File: src/rtl/if_mem_port_arbiter_if.sv
// Bundle of the pipeline-side and memory-side signals of the shared memory port arbiter.
// The slave modport is the arbiter's view of the bundle; the master modport is the view of the pipeline and the memory.
interface if_mem_port_arbiter_if;
   logic        if_req;
   logic [31:0] if_addr;
   logic        branch_taken;
   logic        mem_rd_req;
   logic        mem_wr_req;
   logic [31:0] mem_addr;
   logic [31:0] mem_wdata;
   logic        mport_start;
   logic        mport_we;
   logic [31:0] mport_addr;
   logic [31:0] mport_wdata;
   logic [31:0] mport_rdata;
   logic [31:0] if_inst;
   logic        if_freeze;
   logic [31:0] mem_rdata;
   logic        mem_stall;

   modport slave (
      input  if_req, if_addr, branch_taken, mem_rd_req, mem_wr_req, mem_addr, mem_wdata,
      input  mport_rdata,
      output mport_start, mport_we, mport_addr, mport_wdata,
      output if_inst, if_freeze, mem_rdata, mem_stall
   );

   modport master (
      output if_req, if_addr, branch_taken, mem_rd_req, mem_wr_req, mem_addr, mem_wdata,
      output mport_rdata,
      input  mport_start, mport_we, mport_addr, mport_wdata,
      input  if_inst, if_freeze, mem_rdata, mem_stall
   );
endinterface

File: src/rtl/if_mem_port_arbiter.sv
// Arbitrates one single-port memory between instruction fetch and the MEM stage,
// producing if_freeze / mem_stall and buffering a fetch that completes under a stall.
module if_mem_port_arbiter #(
   parameter int LATENCY = 4,
   parameter int CNT_W   = 3
) (
   input  logic                CLK,
   input  logic                RST,
   if_mem_port_arbiter_if.slave bus
);

   typedef enum logic [1:0] {
      IDLE  = 2'd0,
      FETCH = 2'd1,
      DATA  = 2'd2
   } st_t;

   localparam logic [CNT_W-1:0] CNT_LAST = CNT_W'(LATENCY - 1);
   localparam logic [CNT_W-1:0] CNT_ONE  = CNT_W'(1);

   st_t              st_reg, st_next;
   logic [CNT_W-1:0] cnt_reg, cnt_next;
   logic             stale_reg, stale_next;
   logic             buf_valid_reg, buf_valid_next;
   logic [31:0]      inst_buf_reg, inst_buf_next;

   logic mem_req;
   logic last;
   logic stall;
   logic fetch_done;
   logic can_fetch;

   assign mem_req    = bus.mem_rd_req | bus.mem_wr_req;
   assign last       = (st_reg != IDLE) && (cnt_reg == CNT_LAST);
   assign stall      = mem_req && !((st_reg == DATA) && last);
   assign fetch_done = (st_reg == FETCH) && last && !stale_reg;
   // A fetch may begin only if the buffer will be empty from the next cycle on.
   assign can_fetch  = bus.if_req && !buf_valid_next;

   always_ff @(posedge CLK) begin
      if (RST) begin
         st_reg        <= IDLE;
         cnt_reg       <= '0;
         stale_reg     <= 1'b0;
         buf_valid_reg <= 1'b0;
         inst_buf_reg  <= '0;
      end else begin
         st_reg        <= st_next;
         cnt_reg       <= cnt_next;
         stale_reg     <= stale_next;
         buf_valid_reg <= buf_valid_next;
         inst_buf_reg  <= inst_buf_next;
      end
   end

   always_comb begin
      buf_valid_next = buf_valid_reg;
      inst_buf_next  = inst_buf_reg;
      if (fetch_done && stall) begin
         buf_valid_next = 1'b1;
         inst_buf_next  = bus.mport_rdata;
      end else if (buf_valid_reg && !stall) begin
         buf_valid_next = 1'b0;
      end
   end

   always_comb begin
      st_next    = st_reg;
      cnt_next   = cnt_reg;
      stale_next = stale_reg;
      case (st_reg)
         IDLE: begin
            cnt_next = '0;
            if (mem_req)        st_next = DATA;
            else if (can_fetch) st_next = FETCH;
         end
         FETCH: begin
            if (last) begin
               cnt_next   = '0;
               stale_next = 1'b0;
               if (mem_req)        st_next = DATA;
               else if (can_fetch) st_next = FETCH;
               else                st_next = IDLE;
            end else begin
               cnt_next = cnt_reg + CNT_ONE;
               // A branch redirects the PC mid-fetch, so this fetch's word is dropped.
               if (bus.branch_taken && !stall) stale_next = 1'b1;
            end
         end
         DATA: begin
            if (last) begin
               cnt_next = '0;
               if (can_fetch) st_next = FETCH;
               else           st_next = IDLE;
            end else begin
               cnt_next = cnt_reg + CNT_ONE;
            end
         end
         default: begin
            st_next  = IDLE;
            cnt_next = '0;
         end
      endcase
   end

   assign bus.mport_start = (st_reg != IDLE) && (cnt_reg == '0);
   assign bus.mport_addr  = (st_reg == FETCH) ? bus.if_addr : bus.mem_addr;
   assign bus.mport_we    = (st_reg == DATA) && bus.mem_wr_req && bus.mport_start;
   assign bus.mport_wdata = bus.mem_wdata;
   assign bus.mem_stall   = stall;
   assign bus.mem_rdata   = bus.mport_rdata;
   assign bus.if_freeze   = !(!stall && (bus.branch_taken || buf_valid_reg || fetch_done));
   assign bus.if_inst     = buf_valid_reg ? inst_buf_reg : bus.mport_rdata;

endmodule

File: src/flat_wrapper.sv
// flat-port wrapper written by rule: the top's interface ports become plain ports
module if_mem_port_arbiter_flat 
#(
   parameter int LATENCY = 4,
   parameter int CNT_W   = 3
)
  (CLK, RST, bus_if_req, bus_if_addr, bus_branch_taken, bus_mem_rd_req, bus_mem_wr_req, bus_mem_addr, bus_mem_wdata, bus_mport_rdata, bus_mport_start, bus_mport_we, bus_mport_addr, bus_mport_wdata, bus_if_inst, bus_if_freeze, bus_mem_rdata, bus_mem_stall);
  if_mem_port_arbiter_if bus_i ();
  input  logic CLK;
  input  logic RST;
  input wire logic [$bits(bus_i.if_req)-1:0] bus_if_req;
  input wire logic [$bits(bus_i.if_addr)-1:0] bus_if_addr;
  input wire logic [$bits(bus_i.branch_taken)-1:0] bus_branch_taken;
  input wire logic [$bits(bus_i.mem_rd_req)-1:0] bus_mem_rd_req;
  input wire logic [$bits(bus_i.mem_wr_req)-1:0] bus_mem_wr_req;
  input wire logic [$bits(bus_i.mem_addr)-1:0] bus_mem_addr;
  input wire logic [$bits(bus_i.mem_wdata)-1:0] bus_mem_wdata;
  input wire logic [$bits(bus_i.mport_rdata)-1:0] bus_mport_rdata;
  output wire logic [$bits(bus_i.mport_start)-1:0] bus_mport_start;
  output wire logic [$bits(bus_i.mport_we)-1:0] bus_mport_we;
  output wire logic [$bits(bus_i.mport_addr)-1:0] bus_mport_addr;
  output wire logic [$bits(bus_i.mport_wdata)-1:0] bus_mport_wdata;
  output wire logic [$bits(bus_i.if_inst)-1:0] bus_if_inst;
  output wire logic [$bits(bus_i.if_freeze)-1:0] bus_if_freeze;
  output wire logic [$bits(bus_i.mem_rdata)-1:0] bus_mem_rdata;
  output wire logic [$bits(bus_i.mem_stall)-1:0] bus_mem_stall;
  assign bus_i.if_req = bus_if_req;
  assign bus_i.if_addr = bus_if_addr;
  assign bus_i.branch_taken = bus_branch_taken;
  assign bus_i.mem_rd_req = bus_mem_rd_req;
  assign bus_i.mem_wr_req = bus_mem_wr_req;
  assign bus_i.mem_addr = bus_mem_addr;
  assign bus_i.mem_wdata = bus_mem_wdata;
  assign bus_i.mport_rdata = bus_mport_rdata;
  assign bus_mport_start = bus_i.mport_start;
  assign bus_mport_we = bus_i.mport_we;
  assign bus_mport_addr = bus_i.mport_addr;
  assign bus_mport_wdata = bus_i.mport_wdata;
  assign bus_if_inst = bus_i.if_inst;
  assign bus_if_freeze = bus_i.if_freeze;
  assign bus_mem_rdata = bus_i.mem_rdata;
  assign bus_mem_stall = bus_i.mem_stall;
  if_mem_port_arbiter #(.LATENCY(LATENCY), .CNT_W(CNT_W)) u_core (.CLK(CLK), .RST(RST), .bus(bus_i));
endmodule
File: config.mk
export PLATFORM = sky130hd
export DESIGN_NAME = if_mem_port_arbiter_flat
export DESIGN_NICKNAME = d
export VERILOG_FILES = /design/src/rtl/if_mem_port_arbiter_if.sv /design/src/rtl/if_mem_port_arbiter.sv /design/src/flat_wrapper.sv
export SDC_FILE = /design/constraint.sdc
export NUM_CORES = 1
export LEC_CHECK = 0
export ABC_AREA = 1
export CAP_MARGIN = 5
export CORE_UTILIZATION = 28
export DETAILED_ROUTE_END_ITERATION = 10
export PLACE_DENSITY = 0.78
export SYNTH_ARGS = -nofsm -noshare
export SYNTH_HDL_FRONTEND = slang
export SYNTH_SLANG_ARGS = --single-unit
export TNS_END_PERCENT = 100
File: constraint.sdc
create_clock -name CLK -period 1.5 [get_ports CLK]
set_input_delay 0.15 -clock CLK [delete_from_list [all_inputs] [get_ports CLK]]
set_output_delay 0.15 -clock CLK [all_outputs]
set_load 0.02 [all_outputs]
==> impl_metrics.toml, run 1 <==
[critical_path]
crit_start = "u_core.st_reg[0]$_SDFFE_PP0P_"
rrSetupSlack_ns = -0.14
worstSetupEndpointType = "register"
crit_path_max_fanout = 32
r2r_end = "u_core.inst_buf_reg[4]$_SDFFE_PP0P_"
crit_arrival_ns = 1.82
rr_worst_depth = 11
reg2reg_from = "u_core.st_reg[0]$_SDFFE_PP0P_"
critPathLaunchType = "register"
cp.required_ns = 1.68
criticalPathCategory = "register to register"

[timing]
tightest_slew_ns = 0.389
slew_headroom_pct = 73.8
slew_viol_final = 0
whs_ns = 0.300
hold_viol_final = 0
setup_slack_ns = -0.140
min_period_ns = 1.64
rsz0062_at_grt = "true"
fmax_mhz = 610
fin_crit_sh_pct = 109
finalClockSkew_ns = 0.0108
setup_viol = 70

[place]
portBuffers = 201
gp_congestion = 0.838
dp_hpwl_mm = 7.39
place_ws_ns = -0.402

[drt]
num_vias = 3489
avgRoutedWirePerCell_um = 13.5
via_per_inst = 4.49
postRouteAntennaNets = 0
wirelength_mm = 10.5
drt_iter0_markers = 84
drt_drc_violations_left = 0
dr.pass1.iters = 4

[power_and_ir_drop]
power.density_nw_per_um2 = 745
power.total_w = 0.00406
leakagePower_nw = 2.59
ir_drop_mv = 0.406

[die]
num_io_pins = 266
start_util_pct = 29.0
dieArea_um2 = 10500
core-area_um2 = 9770
die_width_um = 103
die_y_um = 103
rows = 36

[finish]
finalNetCount = 784
layout-drive-gt1-share_pct = 31.8
area_growth_pct = 92.5
n_fill_cell = 850
antennaDiodeCount = 0
largest_reg_flops = 32

[worst_hold_path]
hp-class = "input pin to primary output"
min_path_cells = 0
holdPathEnd = "bus_mport_wdata[11]"
min_from = "bus_mem_wdata[11]"

[clock_network]
clk_latency_ns = 0.28
cts_buffer_depth = 2
cts.sinks = 39
cts_max_level = 2
cts_root_buf = "clkbuf_8"
path_clk_slew_ns = 0.08
cts.hold.buffers_added = 0
cts_tree = "done"
cts_buffers = 5

[synth]
ys_seq_area_share_pct = 27.6
synth_top_area_share_pct = 27.6
netlist_instances = 475
yosys_warnings = 0
yosys-top-cells-area = "dfxtp_1 (28%), nand2_1 (26%), buf_4 (17%), nor2_1 (9.1%), o21ai_0 (5.7%)"
yosysMostFrequentCell = "nand2_1"
async_reset_ff_share_pct = 0
dominantRegCellSynth = "dfxtp_1"
syn_avg_cell_area_um2 = 5.96
synth_area_um2 = 2830
synth_seq_cells = 39
post-synth-top-area-cell = "dfxtp_1"
synth-edff-count = 0
syn-num-nets = 616
synth_cell_types = 20
synthTopCellsByCount = "nand2_1 (199), nor2_1 (69), buf_4 (65)"

[grt]
grt_overflow = 0
grt_pass1_wl_mm = 15.2
grt_max_degree = 35
first_global_vias = 3234
antenna_found_initial = 0
grt_use_total_pct = 18.6

[outcome]
run_status = "finished with violations"
violations = "setup timing"

[flow_run]
drv_cap = 0
[placed cells by master, fill, tap and decap left out, types with 3 or more instances in the layout]
master,netlist,routed
dlygate4sd2_1,0,4
dfxtp_4,0,3
buf_6,0,46
ha_4,0,4
nand2_2,3,32
clkdlybuf4s50_1,0,123
buf_4,65,23
clkdlybuf4s15_2,0,24
o21ai_0,32,5
inv_1,17,12
inv_4,0,5
nor2_1,69,53
buf_16,0,3
clkbuf_8,0,5
buf_12,0,8
clkbuf_2,0,6
nand2_1,199,165
a21oi_1,5,3
dlymetal6s2s_1,0,6
o21ai_1,5,27
o21ai_2,0,5
nor2_2,0,15
nand2_4,0,5
dfxtp_1,39,34
[metal layers]
layer / vias up / wire (um) / GRT usage (%)
li1: 1728 / - / -
met1: 1558 / 3640 / 17.7
met2: 182 / 5710 / 37.3
met3: 21 / 785 / 4.54
met4: 0 / 315 / 8.35
met5: - / 0 / 0
[worst max-delay path, stage by stage (launching register included)]
cell and delay, ns:
dfxtp_4 0.39, inv_4 0.05, ha_4 0.16, inv_4 0.06, buf_12 0.10, nand4_4 0.08, buf_6 0.14, nor2_4 0.14
buf_12 0.16, inv_12 0.07, nor2_1 0.11, nor2_1 0.05
[layout make-up]
cell class	instances	area [um2]	share of cell area [%]
tap	133	166	3.05
inverter	20	100	1.84
clock buffer	7	76.3	1.40
timing repair buffer	248	2650	48.6
clock inverter	1	5.00	0.0918
sequential	39	795	14.6
multi-input combinational	329	1660	30.5
[logic make-up (layout without fill, tap and decap cells)]
group	Yosys count	after routing	share of synthesized area, %
AOI/OAI and AO/OA	43	43	7.73
adders and majority gates	7	7	3.09
buffers and inverters	107	276	23.2
DFF	39	39	27.6
and+or+nand+nor	279	279	38.4
[power by group]
part / internal (W) / total, W / switching [W]
sequential: 0.00107 / 0.00110 / 0.0000309
combinational: 0.00119 / 0.00229 / 0.00111
clock: 0.000326 / 0.000670 / 0.000344
total: 0.00258 / 0.00406 / 0.00148
[how the worst max path moves through the flow]
stage	to	cells after the start
global route	u_core.inst_buf_reg[2]$_SDFFE_PP0P_	10
finish	u_core.inst_buf_reg[4]$_SDFFE_PP0P_	11
CTS	u_core.inst_buf_reg[28]$_SDFFE_PP0P_	10
floorplan	bus_mport_addr[0]	7
detailed placement	u_core.inst_buf_reg[28]$_SDFFE_PP0P_	11
global placement	bus_mport_addr[31]	7
[what timing repair did]
action / CTS / global route
setup endpoints to repair: 106 / 107
endpoints found under the hold margin: 0 / 0
gates cloned: 4 / 2
pin swaps: 30 / 6
buffers inserted: 7 / 1
resized for setup: 418 / 51
[metrics by stage]
step	cells	TNS, ns	instance area [um2]	util, %
6_report	777	-6.27	5450	55.8
5_1_grt	777	-11.13	5450	55.8
4_1_cts	774	-4.71	5310	54.3
3_5_place_dp	755	-25.35	4730	48.4
3_3_place_gp	755	-21.34	4730	48.4
2_1_floorplan	475	0	2840	-
No activity file was read; power rests on OpenSTA's default activity.
==> run 2, diff against run 1 <==
--- a/config.mk
+++ b/config.mk
@@ -7,9 +7,11 @@
 export LEC_CHECK = 0
 export ABC_AREA = 1
 export CAP_MARGIN = 5
-export CORE_UTILIZATION = 28
+export CELL_PAD_IN_SITES_DETAIL_PLACEMENT = 1
+export CELL_PAD_IN_SITES_GLOBAL_PLACEMENT = 2
+export CORE_UTILIZATION = 12
 export DETAILED_ROUTE_END_ITERATION = 10
-export PLACE_DENSITY = 0.78
+export PLACE_DENSITY = 0.77
 export SYNTH_ARGS = -nofsm -noshare
 export SYNTH_HDL_FRONTEND = slang
 export SYNTH_SLANG_ARGS = --single-unit
==> impl_metrics.toml, run 2 (synthesis results as in run 1) <==
[die]
core-area_um2 = 22900
die_width_um = 156
num_io_pins = 266
start_util_pct = 12.4
dieArea_um2 = 24200
rows = 55
die_y_um = 156

[grt]
use_met1_pct = 9.56
grt_use_total_pct = 9.39
met3_usage_pct = 3.06
antenna_found_initial = 0
top_usage_layer = "met2"
grt_pass1_wl_mm = 17.6
first_global_vias = 3535
grt_util_met2_pct = 18.1
grt_max_degree = 33
grt_overflow = 0

[drt]
drt_drc_violations_left = 0
postRouteAntennaNets = 0
drt_iter0_markers = 97
avgRoutedWirePerCell_um = 13.4
num_vias = 3552
wirelength_mm = 12.8
via_per_inst = 3.70
dr.pass1.iters = 4

[timing]
fin_crit_sh_pct = 107
fin_setup_tns_ns = -4.60
rsz0062_at_grt = "true"
finalClockSkew_ns = 0.00480
min_period_ns = 1.61
slew_viol_final = 0
tightest_slew_ns = 0.285
slew_headroom_pct = 80.9
hold_viol_final = 0
fmax_mhz = 620
setup_slack_ns = -0.112
setup_viol = 70
whs_ns = 0.300

[critical_path]
worstSetupEndpointType = "register"
cp_cell_sequence = "inv_4 -> ha_4 -> inv_4 -> buf_6 -> nand4_4 -> nor2_4 -> buf_12 -> inv_12 -> clkbuf_16 -> nor2_2 -> nor2_1"
criticalPathCategory = "register to register"
rr_worst_depth = 11
crit_top_cell = "inv_4"
crit_path_max_fanout = 6
crit_arrival_ns = 1.79
cp.required_ns = 1.68
cp_slowest_cell = "dfxtp_4"
critPathLaunchType = "register"
r2r_end = "u_core.inst_buf_reg[25]$_SDFFE_PP0P_"
reg2reg_from = "u_core.st_reg[0]$_SDFFE_PP0P_"
cp_slowest_stage_delay_ns = 0.38
rrSetupSlack_ns = -0.11

[power_and_ir_drop]
ir_drop_mv = 0.326
leakagePower_nw = 2.84
power.density_nw_per_um2 = 774

[worst_hold_path]
min_path_cells = 0
hp-class = "input pin to primary output"
min_from = "bus_mem_wdata[22]"
holdPathEnd = "bus_mport_wdata[22]"

[finish]
area_growth_pct = 114
instances_no_fill = 961
finalNetCount = 788
mostFrequentLayoutCells = "nand2_1 (134), clkdlybuf4s50_1 (124), buf_6 (46), nand2_2 (43), nor2_1 (35)"
n_fill_cell = 2762
antennaDiodeCount = 0
design_area_um2 = 6060
mostFrequentLayoutCell = "nand2_1"
layout-drive-gt1-share_pct = 40.6
largest_reg_flops = 32

[place]
placed_cells = 940
portBuffers = 201
place_area_um2 = 5030
gp_congestion = 0.702
place_ws_ns = -0.348
dp_hpwl_mm = 8.45

[clock_network]
path_clk_slew_ns = 0.06
cts_max_level = 2
cts_buffers = 5
cts_root_buf = "clkbuf_16"
clk_latency_ns = 0.28
cts.sinks = 39
cts_tree = "done"
cts_buffer_depth = 2

[outcome]
run_status = "finished with violations"
violations = "setup timing"

[flow_run]
drv_cap = 0
[run 2: changes by cell type in the layout (fill, tap and decap cells not counted), moves of 8 or more]
cell             previous run  this run
clkbuf_16                   2        10
clkdlybuf4s15_2            24         0
buf_2                       2        14
nor2_4                      2        15
nand2_1                   165       134
nor2_1                     53        35
nand2_4                     5        25
nand2_2                    32        43
clkbuf_2                    6        16
[run 2: worst max-delay path, delay by kind of cell (launching register included)]
kind / cells / cell delay (ns)
DFF: 1 / 0.38
adders and majority gates: 1 / 0.16
and+or+nand+nor: 4 / 0.38
buffers and inverters: 6 / 0.57
[run 2: how the worst max path moves through the flow]
stage,from,endpoint,cells after the start
finish,u_core.st_reg[0]$_SDFFE_PP0P_,u_core.inst_buf_reg[25]$_SDFFE_PP0P_,11
CTS,u_core.st_reg[1]$_SDFFE_PP0P_,bus_mport_addr[15],7
global placement,u_core.st_reg[0]$_SDFFE_PP0P_,bus_mport_we,6
global route,u_core.st_reg[0]$_SDFFE_PP0P_,u_core.inst_buf_reg[14]$_SDFFE_PP0P_,11
detailed placement,u_core.st_reg[0]$_SDFFE_PP0P_,bus_mport_we,6
floorplan,u_core.st_reg[1]$_SDFFE_PP0P_,bus_mport_addr[0],7
[run 2: repair_timing]
action / in CTS / in global routing
setup buffers: 4 / 1
pin swaps: 10 / 46
resized for setup: 363 / 214
hold buffers: 0 / 0
cloned: 4 / 6
endpoints found under the setup margin: 104 / 105
[run 2: per-layer routing]
metal	wire, um	part of all wire (%)
met5	0	0
met4	159	1.2
met3	974	7.6
met2	6770	53
met1	4930	38
[run 2: through the flow]
step / power [W] / utilization [%]
global route: 0.00497 / 26.4
finish: 0.00469 / 26.4
global placement: 0.00299 / 21.9
floorplan: 0.00206 / -
CTS: 0.00434 / 23.6
detailed placement: 0.00300 / 21.9
[run 2: final cells by class]
| cell class | count | area [um2] | area share, % |
|---|---|---|---|
| clock buffer | 8 | 156 | 2.58 |
| multi-input combinational | 329 | 1980 | 32.6 |
| tap | 313 | 392 | 6.47 |
| inverter | 20 | 110 | 1.82 |
| timing repair buffer | 252 | 2630 | 43.4 |
| sequential | 39 | 795 | 13.1 |
[run 2: power breakdown]
group | internal, W | switching (W)
clock network | 0.000709 | 0.000427
logic | 0.00124 | 0.00121
registers | 0.00107 | 0.0000309
total | 0.00301 | 0.00167
==> run 3, diff against run 2 <==
--- a/config.mk
+++ b/config.mk
@@ -6,7 +6,7 @@
 export NUM_CORES = 1
 export LEC_CHECK = 0
 export ABC_AREA = 1
-export CAP_MARGIN = 5
+export CAP_MARGIN = 20
 export CELL_PAD_IN_SITES_DETAIL_PLACEMENT = 1
 export CELL_PAD_IN_SITES_GLOBAL_PLACEMENT = 2
 export CORE_UTILIZATION = 12
==> constraint.sdc (replaced) <==
create_clock -name CLK -period 1.4 [get_ports CLK]
set_input_delay 0.14 -clock CLK [delete_from_list [all_inputs] [get_ports CLK]]
set_output_delay 0.14 -clock CLK [all_outputs]
set_load 0.02 [all_outputs]
==> impl_metrics.toml, run 3 (synthesis results as in run 1) <==
[clock_network]
cts.sinks = 39
cts_buffers = 5
clk_latency_ns = 0.29
cts_buffer_depth = 2
cts_max_level = 2
path_clk_slew_ns = 0.06
cts.hold.buffers_added = 0
cts_root_buf = "clkbuf_16"
cts_tree = "done"

[timing]
hold_viol_final = 0
min_period_ns = 1.76
fmax_mhz = 568
setup_viol = 76
rsz0062_at_grt = "true"
whs_ns = 0.280
slew_viol_final = 0
fin_crit_sh_pct = 126
slew_headroom_pct = 82.1
setup_slack_ns = -0.362
tightest_slew_ns = 0.268
finalClockSkew_ns = 0.00504

[place]
dp_hpwl_mm = 9.32
gp_congestion = 0.733
portBuffers = 201

[grt]
grt_pass1_wl_mm = 20.7
grt_overflow = 0
first_global_vias = 3827
grt_max_degree = 21
grt_use_total_pct = 11.2
antenna_found_initial = 0

[die]
die_width_um = 156
die_y_um = 156
core-area_um2 = 22900
start_util_pct = 12.4
num_io_pins = 266
rows = 55
dieArea_um2 = 24200

[critical_path]
cp_slowest_cell = "dfxtp_2"
crit_path_max_fanout = 7
cp.required_ns = 1.26
crit_start = "u_core.st_reg[1]$_SDFFE_PP0P_"
cp_cell_sequence = "inv_2 -> ha_4 -> buf_12 -> clkinv_16 -> buf_12 -> buf_12 -> nand2_4 -> nand2_4 -> buf_6"
critPathLaunchType = "register"
crit_top_cell = "buf_12"
cp_slowest_stage_delay_ns = 0.32
criticalPathCategory = "register to primary output"
reg2reg_from = "u_core.st_reg[1]$_SDFFE_PP0P_"
crit_arrival_ns = 1.62
worstSetupEndpointType = "primary output"

[outcome]
run_status = "finished with violations"
violations = "setup timing"

[drt]
drt_drc_violations_left = 0
drt_iter0_markers = 53
num_vias = 3733
via_per_inst = 3.72
wirelength_mm = 14.1
dr.pass1.iters = 4
avgRoutedWirePerCell_um = 14.1
postRouteAntennaNets = 0

[power_and_ir_drop]
ir_drop_mv = 0.494
leakagePower_nw = 3.34
power.total_w = 0.00559
power.density_nw_per_um2 = 773

[finish]
utilization_pct = 31.5
finalNetCount = 830
largest_reg_flops = 32
mostFrequentLayoutCell = "clkdlybuf4s50_1"
area_growth_pct = 155
layout-drive-gt1-share_pct = 57.2
mostFrequentLayoutCells = "clkdlybuf4s50_1 (101), nand2_2 (91), buf_6 (89), nand2_4 (62), nand2_1 (49)"
antennaDiodeCount = 0

[worst_hold_path]
hp-class = "input pin to primary output"
min_from = "bus_mem_wdata[11]"

[flow_run]
drv_cap = 0
-- run 3: where the power goes --
part	switching (W)	leakage, nW	internal, W	total, W
clock	0.000501	0.0868	0.000888	0.00139
combinational	0.00144	2.94	0.00159	0.00303
sequential	0.0000264	0.317	0.00114	0.00117
-- run 3: cell type report --
cell class | count | area (um2)
fill | 2677 | 15700
timing repair buffer | 294 | 3290
multi-input combinational | 329 | 2450
sequential | 39 | 790
tap | 313 | 392
clock buffer | 6 | 139
inverter | 20 | 126
clock inverter | 2 | 35.0
-- run 3: through the flow --
step           setup TNS (ns)  area [um2]  cells  worst slack (ns)
2_1_floorplan          -0.891        2870    475           -0.0297
3_3_place_gp           -35.23        5230    963            -0.698
3_5_place_dp           -37.37        5230    963            -0.702
4_1_cts                -20.89        6330    996            -0.381
5_1_grt                -26.04        7230   1003            -0.446
6_report               -18.59        7230   1003            -0.362
-- run 3: routing by layer --
| layer | part of all wire, % | GRT usage, % | up-vias |
|---|---|---|---|
| met3 | 7.4 | 3.61 | 12 |
| met5 | 0 | 0 | - |
| met1 | 37 | 11.6 | 1730 |
| met2 | 55 | 21.7 | 170 |
| met4 | 0.96 | 2.85 | 0 |
| li1 | - | - | 1821 |
-- run 3: path summary, 6_finish.rpt --
kind / depth (start not counted) / slack (ns) / endpoint
hold reg to reg: 2 / 0.50 / u_core.stale_reg$_SDFFE_PP0P_
setup / recovery: 9 / -0.36 / bus_mport_addr[18]
hold / removal: 0 / 0.28 / bus_mport_wdata[11]
setup reg to reg: 12 / -0.33 / u_core.inst_buf_reg[18]$_SDFFE_PP0P_
-- run 3: timing repair --
| item | CTS | global route |
|---|---|---|
| setup buffers | 16 | 9 |
| cloned | 10 | 2 |
| pin swaps | 36 | 66 |
| gates resized for setup | 576 | 249 |
| setup endpoints to repair | 135 | 110 |
-- run 3: worst max-delay path: cells and delay by family (launching register included) --
kind	cells	cell delay, ns
DFF	1	0.32
and+or+nand+nor	2	0.10
buffers and inverters	6	0.68
adders and majority gates	1	0.21
